$ cat src/rtl/foreground_frame_sequencer_pkg.sv
// Shared types for the foreground frame sequencer and its per-pixel comparator.
// Contents: pixel_t {r,g,b}, the sequencer state enum, the default comparator
// threshold and a pixel-count helper for frame sizing.
package fg_pkg;

  localparam int unsigned DEFAULT_THRESHOLD = 25;

  typedef struct packed {
    logic [7:0] r;
    logic [7:0] g;
    logic [7:0] b;
  } pixel_t;

  typedef enum logic [1:0] {
    IDLE  = 2'd0,
    SCAN  = 2'd1,
    DRAIN = 2'd2,
    DONE  = 2'd3
  } fsm_t;

  function automatic int unsigned num_pixels(input int unsigned w, input int unsigned h);
    return w * h;
  endfunction

endpackage

$ cat src/rtl/foreground_frame_sequencer_comparator.sv
// Per-pixel foreground comparator: a pixel is foreground when any channel's
// absolute difference to the background is >= THRESHOLD. Purely combinational.
// Ports: cur, bg (pixel_t) in; is_fg_c out.
module foreground_frame_sequencer_comparator
  import fg_pkg::*;
#(
  parameter int unsigned THRESHOLD = DEFAULT_THRESHOLD
) (
  input  pixel_t cur,
  input  pixel_t bg,
  output logic   is_fg_c
);

  localparam logic [8:0] THR_W = 9'(THRESHOLD);

  // 9-bit signed subtraction spans -255..255, so neither the difference nor its negation overflows.
  function automatic logic [8:0] abs_diff(input logic [7:0] a, input logic [7:0] b);
    logic signed [8:0] d;
    d = $signed({1'b0, a}) - $signed({1'b0, b});
    return (d < 0) ? 9'(-d) : 9'(d);
  endfunction

  always_comb begin
    is_fg_c = (abs_diff(cur.r, bg.r) >= THR_W) ||
              (abs_diff(cur.g, bg.g) >= THR_W) ||
              (abs_diff(cur.b, bg.b) >= THR_W);
  end

endmodule

$ cat src/rtl/foreground_frame_sequencer.sv
// Frame-level sequencer: on start, scans the current-frame and background RAMs
// one pixel per clock, writes a 1-bit foreground mask, counts foreground pixels
// and reports fg_count/motion with a done pulse at frame end.
// Ports: clk, reset (async, active-high), start; busy, done; rd_addr with
// cur_pixel/bg_pixel read data (1-cycle latency); mask_we/mask_addr/mask_data;
// bg_we/bg_waddr/bg_wdata; fg_count, motion.
// Build option: define BACKGROUND_UPDATE_EN to write non-foreground current
// pixels back into the background RAM; otherwise the bg_* outputs are tied to 0.
module foreground_frame_sequencer
  import fg_pkg::*;
#(
  parameter int unsigned WIDTH      = 160,
  parameter int unsigned HEIGHT     = 120,
  parameter int unsigned ADDR_W     = 15,
  parameter int unsigned THRESHOLD  = DEFAULT_THRESHOLD,
  parameter int unsigned MOTION_MIN = 64
) (
  input  logic              clk,
  input  logic              reset,
  input  logic              start,
  output logic              busy,
  output logic              done,
  output logic [ADDR_W-1:0] rd_addr,
  input  logic [23:0]       cur_pixel,
  input  logic [23:0]       bg_pixel,
  output logic              mask_we,
  output logic [ADDR_W-1:0] mask_addr,
  output logic              mask_data,
  output logic              bg_we,
  output logic [ADDR_W-1:0] bg_waddr,
  output logic [23:0]       bg_wdata,
  output logic [ADDR_W:0]   fg_count,
  output logic              motion
);

  localparam int unsigned       NPIX       = num_pixels(WIDTH, HEIGHT);
  localparam int unsigned       CNT_W      = ADDR_W + 1;
  localparam logic [ADDR_W-1:0] LAST_ADDR  = ADDR_W'(NPIX - 1);
  localparam logic [CNT_W-1:0]  MOTION_THR = CNT_W'(MOTION_MIN);

  fsm_t              state_q, state_d;
  logic [ADDR_W-1:0] rd_addr_q, rd_addr_d;
  logic              drain_q, drain_d;
  logic              busy_q, busy_d;
  logic              done_q, done_d;
  logic              pix_vld_q, pix_vld_d;
  logic [ADDR_W-1:0] pix_addr_q, pix_addr_d;
  logic              mask_we_q, mask_we_d;
  logic [ADDR_W-1:0] mask_addr_q, mask_addr_d;
  logic              mask_data_q, mask_data_d;
  logic [CNT_W-1:0]  acc_q, acc_d;
  logic [CNT_W-1:0]  fg_count_q, fg_count_d;
  logic              motion_q, motion_d;
  logic              is_fg_c;

  foreground_frame_sequencer_comparator #(
    .THRESHOLD(THRESHOLD)
  ) u_cmp (
    .cur     (pixel_t'(cur_pixel)),
    .bg      (pixel_t'(bg_pixel)),
    .is_fg_c (is_fg_c)
  );

  // Next-state, address counter, pixel pipeline and accumulator.
  always_comb begin
    state_d     = state_q;
    rd_addr_d   = rd_addr_q;
    drain_d     = drain_q;
    acc_d       = acc_q;
    fg_count_d  = fg_count_q;
    motion_d    = motion_q;
    // Address issued this cycle has its RAM data next cycle; result is registered after that.
    pix_vld_d   = (state_q == SCAN);
    pix_addr_d  = rd_addr_q;
    mask_we_d   = pix_vld_q;
    mask_addr_d = pix_addr_q;
    mask_data_d = pix_vld_q & is_fg_c;

    if (mask_we_q && mask_data_q) begin
      acc_d = acc_q + CNT_W'(1);
    end

    case (state_q)
      IDLE: begin
        if (start) begin
          state_d   = SCAN;
          rd_addr_d = '0;
          acc_d     = '0;
        end
      end
      SCAN: begin
        if (rd_addr_q == LAST_ADDR) begin
          state_d = DRAIN;
          drain_d = 1'b0;
        end else begin
          rd_addr_d = rd_addr_q + ADDR_W'(1);
        end
      end
      DRAIN: begin
        drain_d = 1'b1;
        // Second drain cycle carries the final mask write; fold it into the published count.
        if (drain_q) begin
          state_d    = DONE;
          fg_count_d = acc_d;
          motion_d   = (acc_d >= MOTION_THR);
        end
      end
      DONE:    state_d = IDLE;
      default: state_d = IDLE;
    endcase

    busy_d = (state_d == SCAN) || (state_d == DRAIN);
    done_d = (state_d == DONE);
  end

  always_ff @(posedge clk or posedge reset) begin
    if (reset) begin
      state_q     <= IDLE;
      rd_addr_q   <= '0;
      drain_q     <= 1'b0;
      busy_q      <= 1'b0;
      done_q      <= 1'b0;
      pix_vld_q   <= 1'b0;
      pix_addr_q  <= '0;
      mask_we_q   <= 1'b0;
      mask_addr_q <= '0;
      mask_data_q <= 1'b0;
      acc_q       <= '0;
      fg_count_q  <= '0;
      motion_q    <= 1'b0;
    end else begin
      state_q     <= state_d;
      rd_addr_q   <= rd_addr_d;
      drain_q     <= drain_d;
      busy_q      <= busy_d;
      done_q      <= done_d;
      pix_vld_q   <= pix_vld_d;
      pix_addr_q  <= pix_addr_d;
      mask_we_q   <= mask_we_d;
      mask_addr_q <= mask_addr_d;
      mask_data_q <= mask_data_d;
      acc_q       <= acc_d;
      fg_count_q  <= fg_count_d;
      motion_q    <= motion_d;
    end
  end

  assign busy      = busy_q;
  assign done      = done_q;
  assign rd_addr   = rd_addr_q;
  assign mask_we   = mask_we_q;
  assign mask_addr = mask_addr_q;
  assign mask_data = mask_data_q;
  assign fg_count  = fg_count_q;
  assign motion    = motion_q;

`ifdef BACKGROUND_UPDATE_EN
  logic              bg_we_q, bg_we_d;
  logic [ADDR_W-1:0] bg_waddr_q, bg_waddr_d;
  logic [23:0]       bg_wdata_q, bg_wdata_d;

  // Background write rides alongside the mask write; reads are always ahead of it.
  always_comb begin
    bg_we_d    = pix_vld_q & ~is_fg_c;
    bg_waddr_d = pix_addr_q;
    bg_wdata_d = cur_pixel;
  end

  always_ff @(posedge clk or posedge reset) begin
    if (reset) begin
      bg_we_q    <= 1'b0;
      bg_waddr_q <= '0;
      bg_wdata_q <= '0;
    end else begin
      bg_we_q    <= bg_we_d;
      bg_waddr_q <= bg_waddr_d;
      bg_wdata_q <= bg_wdata_d;
    end
  end

  assign bg_we    = bg_we_q;
  assign bg_waddr = bg_waddr_q;
  assign bg_wdata = bg_wdata_q;
`else
  assign bg_we    = 1'b0;
  assign bg_waddr = '0;
  assign bg_wdata = '0;
`endif

endmodule
$ cat config.mk
export PLATFORM = sky130hd
export DESIGN_NAME = foreground_frame_sequencer
export DESIGN_NICKNAME = d
export VERILOG_FILES = /design/src/rtl/foreground_frame_sequencer_pkg.sv /design/src/rtl/foreground_frame_sequencer_comparator.sv /design/src/rtl/foreground_frame_sequencer.sv
export SDC_FILE = /design/constraint.sdc
export NUM_CORES = 1
export LEC_CHECK = 0
export ABC_CLOCK_PERIOD_IN_PS = 6500
export CAP_MARGIN = 20
export CORE_MARGIN = 4
export CORE_UTILIZATION = 46
export CTS_BUF_LIST = sky130_fd_sc_hd__clkbuf_8
export CTS_CLUSTER_SIZE = 16
export DETAILED_ROUTE_END_ITERATION = 16
export GPL_ROUTABILITY_DRIVEN = 0
export PLACE_DENSITY_LB_ADDON = 0.05
export RECOVER_POWER = 100
export SYNTH_ARGS = -nofsm -noshare
export SYNTH_HDL_FRONTEND = slang
export SYNTH_SLANG_ARGS = --single-unit
$ cat constraint.sdc
create_clock -name clk -period 6.5 [get_ports clk]
set_clock_uncertainty 0.05 [all_clocks]
set_input_delay 1.3 -clock clk [delete_from_list [all_inputs] [get_ports clk]]
set_output_delay 1.3 -clock clk [all_outputs]
set_load 0.005 [all_outputs]
* Word level (Yosys, flattened, before mapping)
Index checks and enable logic that the tools add are counted.
** Word-level totals
- Register bits :: 86
- Latch bits :: 0
- RAM bits :: 0
- Bits in read-only memories :: 0
- Bits of input ports :: 51
- Output and inout port bits :: 91
- Word-level logic and storage cells :: 64
- Memories kept :: 0
** Cells by class
- Add/subtract/negate cells :: 8
- $mul :: 0
- Divide/modulo/power cells :: 0
- $lt $le $gt $ge :: 7
- Equal/unequal tests :: 10
- Shift operators :: 0
- Muxes and demuxes :: 15
- Bitwise operators :: 1
- Reductions and logical operators :: 10
** Operators by type and width (number)
- 16-bit two-way mux :: 3
- 15-bit two-way mux :: 2
- 15-bit one-hot mux with 2 select lines :: 1
- 9-bit by 5-bit >= comparator with 1-bit output (second input constant) :: 3
- 9-bit by 1-bit less-than comparator with 1-bit output (second input constant) :: 3
- 9-bit two-way mux :: 3
- 9-bit negator :: 3
- 8-bit by 8-bit subtractor with 9-bit output :: 3
- 16-bit by 1-bit adder with 16-bit output (second input constant) :: 1
- 16-bit by 7-bit >= comparator with 1-bit output (second input constant) :: 1
- 15-bit by 1-bit adder with 15-bit output (second input constant) :: 1
- 15-bit == test (second input constant) :: 1
- 2-bit == test (second input constant) :: 4
- 2-bit one-hot mux with 4 select lines :: 1
- 2-bit two-way mux :: 3
- 2-bit by 1-bit == test with 1-bit output (second input constant) :: 2
- 2-bit != test (second input constant) :: 2
- 2-bit AND reduction :: 2
- 2-bit nonzero test :: 2
- 1-bit logical OR :: 3
- 3-bit AND reduction :: 1
- 2-bit zero test :: 1
- 2-bit by 1-bit != test with 1-bit output (second input constant) :: 1
- 1-bit one-hot mux with 2 select lines :: 1
- other kinds (3) :: 3

* Logic depth before layout (Yosys ltp)
Gate-level depths: netlist of the first run.
- Depth in word-level cells :: 7
- Mapped depth :: 13
- Depth with buffers taken out :: 13

* Modules after synthesis
Synthesis of the first run repeated with hierarchy kept, for this count alone.
** Second synthesis, totals
- Cells, all modules :: 562
- Area total of the unflattened synthesis :: 5397.7 µm²
** By module, submodules not included
- foreground_frame_sequencer :: times used 1, cells each 330, area an instance 3708.6 µm², sequential area each 2152.1 µm²
- foreground_frame_sequencer_comparator :: times used 1, cells each 232, area an instance 1689.1 µm², sequential area each 0.0 µm²

* Worst setup path before layout of the first run
OpenSTA, ideal clock, no wires.
- Path type :: input -> register
- Start point :: input port cur_pixel[0]
- End point :: register mask_data_q, in the netlist mask_data
- Library setup time :: 0.139 ns
- Data arrival time :: 3.538 ns
- Data required time :: 6.311 ns
- Slack :: 2.773 ns
- Cell stages on the path :: 12
- Buffers on the path :: 0
- Path through :: inv_1 > ha_1 > inv_1 > fa_1 > a211o_1 > a211o_1 > a221oi_2 > a21bo_1 > a2bb2oi_2 > o211ai_1 > and4bb_1 > a41oi_1
** Between the ends
- Word-level cells in the longest chain between the ends :: 6
- Elaborated cells on any way between the ends :: 7
- Classes of those cells :: 2 x add/sub; 2 x order compare; 1 x mux; 1 x bitwise; 1 x reduce/logical
** RTL lines
- start, declared :: RTL line foreground_frame_sequencer.sv:24 : input logic [23:0] cur_pixel,
- 8-bit by 8-bit subtractor with 9-bit output (*) :: RTL line foreground_frame_sequencer_comparator.sv:19 : d = $signed({1'b0, a}) - $signed({1'b0, b});
- 9-bit negator / 9-bit by 1-bit less-than comparator with 1-bit output (equally long branches) :: RTL line foreground_frame_sequencer_comparator.sv:20 : return (d < 0) ? 9'(-d) : 9'(d);
- 9-bit two-way mux (*) :: RTL line foreground_frame_sequencer_comparator.sv:20
- 9-bit by 5-bit >= comparator with 1-bit output (*) :: RTL line foreground_frame_sequencer_comparator.sv:26 : (abs_diff(cur.b, bg.b) >= THR_W);
- 1-bit logical OR (*) :: RTL line foreground_frame_sequencer_comparator.sv:25 : (abs_diff(cur.g, bg.g) >= THR_W) ||
- 1-bit bitwise AND (*) :: RTL line foreground_frame_sequencer.sv:77 : mask_data_d = pix_vld_q & is_fg_c;
- via mask_data_d :: RTL line foreground_frame_sequencer.sv:50 : logic mask_data_q, mask_data_d;
- end signal, assigned :: RTL line foreground_frame_sequencer.sv:141 : mask_data_q <= mask_data_d;
- end, declared :: RTL line foreground_frame_sequencer.sv:50
Mark *: on every way through the listed nets, which the timed path passes. The rest lies on a longest branch.
A chain may end at the register's enable or synchronous reset.

* Worst setup path in the final report of the first run
- Start point :: input port bg_pixel[0]
- End point :: register mask_data_q, in the netlist mask_data
** Between the ends
- Word-level cells in the longest chain between the ends :: 6
- Elaborated cells on any way between the ends :: 7
- Classes of those cells :: 2 x add/sub; 2 x order compare; 1 x mux; 1 x bitwise; 1 x reduce/logical
** RTL lines
- start, declared :: RTL line foreground_frame_sequencer.sv:25 : input logic [23:0] bg_pixel,
- 8-bit by 8-bit subtractor with 9-bit output (*) :: RTL line foreground_frame_sequencer_comparator.sv:19
- 9-bit negator / 9-bit by 1-bit less-than comparator with 1-bit output (equally long branches) :: RTL line foreground_frame_sequencer_comparator.sv:20
- 9-bit two-way mux (*) :: RTL line foreground_frame_sequencer_comparator.sv:20
- 9-bit by 5-bit >= comparator with 1-bit output (*) :: RTL line foreground_frame_sequencer_comparator.sv:26
- 1-bit logical OR (*) :: RTL line foreground_frame_sequencer_comparator.sv:25
- 1-bit bitwise AND (*) :: RTL line foreground_frame_sequencer.sv:77
- via mask_data_d :: RTL line foreground_frame_sequencer.sv:50
Marked as above.

==> results by group, run 1 <==
Clock tree
  – Deepest clock path buffer count: 2
  – CTS tree: done
  – Clk Latency, worst-skew pair: 0.35 ns
  – H-tree depth: 3
  – Post-CTS Resized: 0
  – Clock sinks: 86
  – CTS Buf Count: 9
  – Clock transition at path regs: 0.09 ns
  – Setup bufs post-CTS: 0
  – CTS Root Cell: clkbuf_8
  – Hold-fix buffers, CTS: 0

Detailed routing
  – DRT iter0 DRCs: 108
  – DR pass1 iterations: 4
  – WL per Instance: 13.1 um
  – DRT antenna net count: 0
  – Vias post-DR: 3894
  – Vias per cell: 4.94
  – DRC: 0
  – Final WL: 10300 um

Global routing
  – Initial antenna violation count: 0
  – GRT overflow: 0
  – Global-route wire length before repair: 17100 um
  – Largest net degree at the start of global routing: 87
  – GRT Total Usage: 16.0%
  – Vias in the first global route: 3845

Floorplanning
  – IO Count: 142
  – Initial Util: 47.0%
  – Die X: 113 um
  – Total die area: 0.0128 mm2
  – Die Ht: 113 um
  – Core ar.: 0.0108 mm2
  – FP Rows: 38

Yosys
  – Main synth FF type: dfrtp_1
  – Mapped Area: 0.00509 mm2
  – Synth warn: 0
  – EDFF count, synth: 0
  – Sequential-to-total area share from yosys stat: 42.3%
  – Syn Area/Cell: 9.50 um2
  – Synth Instances: 536
  – Count of cell types in the netlist: 66
  – Top-area cell type share of the netlist area: 42.3%
  – Most area-hungry cell type in the Yosys netlist: dfrtp_1
  – Async SR Flop Fraction: 100%
  – Flops & latches, synth: 86
  – Synth top area cells: dfrtp_1 42%, ha_1 7.4%, buf_4 5.9%

Worst setup path
  – R2R cell count: 8
  – Crit-path cells: clkdlybuf4s50_1, ha_1, inv_1, fa_1, a211o_1, a211o_1, a221oi_1, a21bo_1, a2bb2oi_2, o211ai_1, and4bb_1, a41oi_1
  – WP buf/inv: 2
  – CP Launch Type: input pin
  – Critical Path Stages: 12
  – CP delay by family, top: compound AO/OA/AOI/OAI gates
  – Reg-to-Reg Start: rd_addr[0]$_DFFE_PP0P_
  – Max FO, Critical Path: 4
  – Slowest CP cell: clkdlybuf4s50_1
  – Crit-path most repeated cell: a211o_1
  – Max stage delay on crit path: 0.46 ns
  – WP data arrival: 4.29 ns
  – Crit path capture type: register
  – Worst EP required: 6.65 ns
  – Setup CP Type: input pin to register
  – Critical Path Start: bg_pixel[0]

Outcome
  – Status: finished with violations
  – Failing checks: max-capacitance violations, max-slew violations

STA
  – Final hold slack: 0.303 ns
  – Max frequency: 241 MHz
  – RSZ-0062 raised after global routing: no
  – Setup violations, final: 0
  – Tmin final: 4.15 ns
  – Fin Setup TNS: 0 ns
  – Slew HR: -5.83%
  – Worst-margin pin slew: 1.59 ns
  – Fin. max-slew vios: 28
  – Final hold vios: 0
  – Crit share post-route: 63.8%

Layout
  – Post-Layout Cell Count: 788
  – Final net count: 727
  – Inserted Diodes: 0
  – Area Overhead vs Synth: 24.3%
  – Ratio of cells with drive above 1 in the final layout: 4.01%
  – Fill count: 970
  – Final Util: 58.4%

Min path
  – Hold crit path type: register to register
  – Worst hold path stage count: 0
  – Hold_sp: mask_addr_d[4]$_DFF_PP0_

Place
  – Dpl hpwl: 7940 um
  – Placed cell count: 771
  – IO Port Bufs: 101

Power
  – PwrDens: 252 mW/mm2
  – Final total power: 0.00160 W
  – VDD IR max: 0.165 mV
  – Leakage: 2.99 nW

Run
  – Max_cap viols: 1
## stage by stage
step | setup slack (ns) | area, um2
3_5_place_dp | 2.13 | 6120
5_1_grt | 2.10 | 6330
3_3_place_gp | 2.22 | 6120
6_report | 2.35 | 6330
2_1_floorplan | 2.77 | 5240
4_1_cts | 2.49 | 6320
## layout make-up
cell class,count,area (um2),area share [%]
Tap cell,140,175,2.77
Multi-Input combinational cell,400,2600,41.0
Sequential cell,86,2150,34.0
Clock inverter,7,80.1,1.26
Clock buffer,9,124,1.96
Inverter,42,159,2.51
Timing Repair Buffer,104,1050,16.5
## synthesized netlist by cell type (3+ instances only)
cell type / number
dfrtp_1: 86
nor2_1: 56
nand2_1: 46
inv_1: 42
buf_4: 40
ha_1: 30
o21ai_0: 26
xor2_1: 24
xnor2_1: 22
a21oi_1: 15
and3_1: 15
nand3_1: 13
nor3_1: 10
clkbuf_1: 7
or3_1: 7
a21o_1: 6
nand4_1: 6
nor2b_1: 6
and2_1: 5
nand2b_1: 5
o21a_1: 5
o22ai_1: 4
fa_1: 3
nor3b_1: 3
## worst register-to-register path: stages, from the launching register on
cell and delay, ns:
dfrtp_1 0.43, ha_1 0.19, nand2_1 0.10, nor4_1 0.54
a21oi_1 0.18, nor2_1 0.32, or3_1 0.27, xor2_1 0.17
nor2_1 0.05
## power breakdown
group	total, W	switching (W)	leakage [nW]	internal (W)
Combinational	0.000482	0.000231	1.82	0.000251
Sequential	0.000735	0.0000834	1.07	0.000652
Clock	0.000381	0.000197	0.107	0.000184
Total	0.00160	0.000511	2.99	0.00109
## worst paths after layout
check | slack [ns] | end
setup / recovery | 2.35 | mask_data$_DFF_PP0_
hold / removal | 0.30 | mask_addr[4]$_DFF_PP0_
setup reg to reg | 4.05 | rd_addr[9]$_DFFE_PP0P_
hold reg to reg | 0.30 | mask_addr[4]$_DFF_PP0_
max in group asynchronous | 3.52 | mask_addr_d[12]$_DFF_PP0_
min in group asynchronous | 1.93 | rd_addr[5]$_DFFE_PP0P_
## registers in the layout (all words and copies together) (netlist names)
name / cells
fg_count: 16
mask_addr_d: 15
busy: 1
mask_we_d: 1
mask_we: 1
motion: 1
mask_data: 1
done: 1
state_q: 2
rd_addr: 15
acc_q: 16
mask_addr: 15
drain_q: 1
## cell usage in the layout, fill, tap and decap left out, drive strengths merged, types with 13 or more instances in the layout
cell	n
dlygate4sd3	53
xor2	24
ha	30
o21ai	26
nor2	56
dfrtp	86
conb	40
clkdlybuf4s50	48
nand3	13
xnor2	22
nand2	46
inv	44
and3	15
a21oi	16
## per-layer routing
metal  wire (um)  up-vias  track usage, %
li1            -     1962               -
met2        5070       80            28.0
met3         510       11            3.80
met1        4640     1841            19.8
met5           0        -               0
met4         105        0            4.65
## cell families after synthesis
kind of cell | Yosys count | synth area share, %
simple gates | 187 | 18.1
compound gates | 90 | 12.5
buf+inv | 89 | 9.51
flops | 86 | 42.3
xor+xnor | 47 | 8.35
fa+ha+maj | 33 | 8.55
mux | 3 | 0.614
other cells | 1 | 0.0736
Power figures use the tool's default switching activity.
==> run 2: changes to the inputs <==
- ABC_CLOCK_PERIOD_IN_PS: 6500 -> 4100
- clock period: 6.5 -> 4.1 ns (I/O delays scaled with it)
==> run 2 against run 1 <==
The flow still finishes with violations (max-capacitance violations, max-slew violations). First-iteration DRC count up 44%. Die area unchanged. Register-to-register slack worse by 2.4 ns.
==> results by group, run 2 (synthesis results as in run 1) <==
Power
  – Final total power: 0.00251 W (+57%)
  – VDD IR max: 0.270 mV (+64%)
  – PwrDens: 398 mW/mm2 (+58%)
  – Leakage: 2.98 nW (-0.42%)

STA
  – Worst-margin pin slew: 1.61 ns (+0.0262 ns)
  – Max frequency: 284 MHz
  – Slew HR: -8.18% (-2.3 points)
  – Setup WS post-layout: 0.579 ns (-1.78 ns)
  – Fin. max-slew vios: 39 (+39%)
  – Fin Setup TNS: 0 ns (unchanged)
  – Crit share post-route: 85.9%
  – Setup violations, final: 0 (unchanged)
  – RSZ-0062 raised after global routing: no
  – Final hold vios: 0 (unchanged)
  – Tmin final: 3.52 ns

Place
  – Dpl hpwl: 8150 um (+2.7%)
  – Area after DPL: 0.00614 mm2 (+0.33%)
  – IO Port Bufs: 101 (unchanged)
  – Dpl ws: 0.213 ns (-1.92 ns)

Global routing
  – Initial antenna violation count: 0 (unchanged)
  – Largest net degree at the start of global routing: 50 (-43%)
  – GRT Total Usage: 17.0% (+0.94 points)
  – Global-route wire length before repair: 17800 um (+4.3%)
  – GRT overflow: 0 (unchanged)
  – Vias in the first global route: 3932 (+2.3%)

Detailed routing
  – Final WL: 10600 um (+2.4%)
  – WL per Instance: 13.4 um (+2.4%)
  – Vias per cell: 4.97 (+0.64%)
  – DR pass1 iterations: 5 (+1)
  – DRC: 0 (unchanged)
  – DRT antenna net count: 0 (unchanged)
  – DRT iter0 DRCs: 155 (+44%)
  – Vias post-DR: 3919 (+0.64%)

Worst setup path
  – Setup CP Type: input pin to register
  – WP data arrival: 3.70 ns (-0.59 ns)
  – Worst EP required: 4.28 ns (-2.37 ns)
  – CP Launch Type: input pin
  – Crit path capture type: register
  – Max FO, Critical Path: 4 (unchanged)

Clock tree
  – H-tree depth: 3 (unchanged)
  – Deepest clock path buffer count: 2 (unchanged)
  – Clock transition at path regs: 0.09 ns (about the same)
  – Hold-fix buffers, CTS: 0 (unchanged)
  – Setup bufs post-CTS: 0 (unchanged)
  – CTS Buf Count: 9 (unchanged)
  – CTS tree: done
  – Clock sinks: 86 (unchanged)
  – Clk Latency, worst-skew pair: 0.35 ns (about the same)
  – Post-CTS Resized: 0 (unchanged)
  – CTS Root Cell: clkbuf_8

Floorplanning
  – IO Count: 142 (unchanged)
  – Initial Util: 47.0% (unchanged)
  – Die Ht: 113 um (unchanged)
  – Die X: 113 um (unchanged)
  – Core ar.: 0.0108 mm2 (unchanged)
  – Total die area: 0.0128 mm2 (unchanged)
  – FP Rows: 38 (unchanged)

Layout
  – Multi-input logic area: 0.00260 mm2 (+0.24%)
  – Commonest cells after routing, fill and taps aside: 86 x dfrtp_1, 56 x nor2_1, 53 x dlygate4sd3_1
  – FF/Latch Area: 0.00215 mm2 (unchanged)
  – Fill count: 1000 (+3.1%)
  – Inserted Diodes: 0 (unchanged)
  – Ratio of cells with drive above 1 in the final layout: 4.01% (unchanged)
  – Final net count: 727 (unchanged)
  – Post-route cell area: 0.00631 mm2 (-0.41%)
  – Most common cell after layout, fill and taps aside: dfrtp_1
  – Area Overhead vs Synth: 23.8%
  – Final Util: 58.2% (-0.24 points)

Outcome
  – Status: finished with violations
  – Failing checks: max-capacitance violations, max-slew violations

Min path
  – Hold crit path type: register to register

Run
  – Max_cap viols: 1 (unchanged)
==> run 2: cell count changes in the layout (fill, tap and decap cells not counted), sizes merged <==
cell | before | now
clkinv | 3 | 1
clkinvlp | 1 | 3
==> run 2: final timing paths <==
path / endpoint / slack [ns] / cells after the start / startpoint
min in group asynchronous: mask_data$_DFF_PP0_ / 1.24 / 2 / reset
max in group asynchronous: rd_addr[6]$_DFFE_PP0P_ / 0.98 / 3 / reset
worst min-delay path: mask_addr[6]$_DFF_PP0_ / 0.30 / 0 / mask_addr_d[6]$_DFF_PP0_
worst min register to register: mask_addr[6]$_DFF_PP0_ / 0.30 / 0 / mask_addr_d[6]$_DFF_PP0_
worst max-delay path: mask_data$_DFF_PP0_ / 0.58 / 12 / bg_pixel[0]
worst max register to register: rd_addr[9]$_DFFE_PP0P_ / 1.63 / 8 / rd_addr[0]$_DFFE_PP0P_
==> run 2: per-stage QoR <==
stage / cells / hold WS [ns]
floorplan: 575 / 0.281
global placement: 772 / 0.282
detailed placement: 772 / 0.285
CTS: 788 / 0.302
global route: 788 / 0.309
finish: 788 / 0.302
==> run 2: final cells by class <==
class                   instances  area share (%)
multi-input cells             400            41.3
flip-flops and latches         86            34.1
repair buffers                104            16.3
well taps                     140            2.78
inverters                      42            2.52
clock buffers                   9            1.96
clock inverters                 7            1.05
==> run 2: routing by layer <==
layer	wire, um	global-route usage, %	up-vias
met5	0	0	-
met4	102	4.81	0
met3	604	4.17	8
met2	5160	29.3	91
met1	4710	21.1	1852
li1	-	-	1968
==> run 2: critical path, cell delays in order <==
cell,delay (ns)
clkdlybuf4s50_1,0.46
ha_1,0.16
inv_1,0.06
fa_1,0.40
a211o_1,0.31
a211o_1,0.29
a221oi_2,0.36
a21bo_1,0.26
a2bb2oi_2,0.13
o211ai_1,0.09
and4bb_1,0.26
a41oi_1,0.10
==> run 2: where the power goes <==
| part | switching (W) | internal [W] | leakage (nW) |
|---|---|---|---|
| Clock | 0.000297 | 0.000278 | 0.0982 |
| Combinational | 0.000370 | 0.000398 | 1.81 |
| Sequential | 0.000134 | 0.00103 | 1.07 |
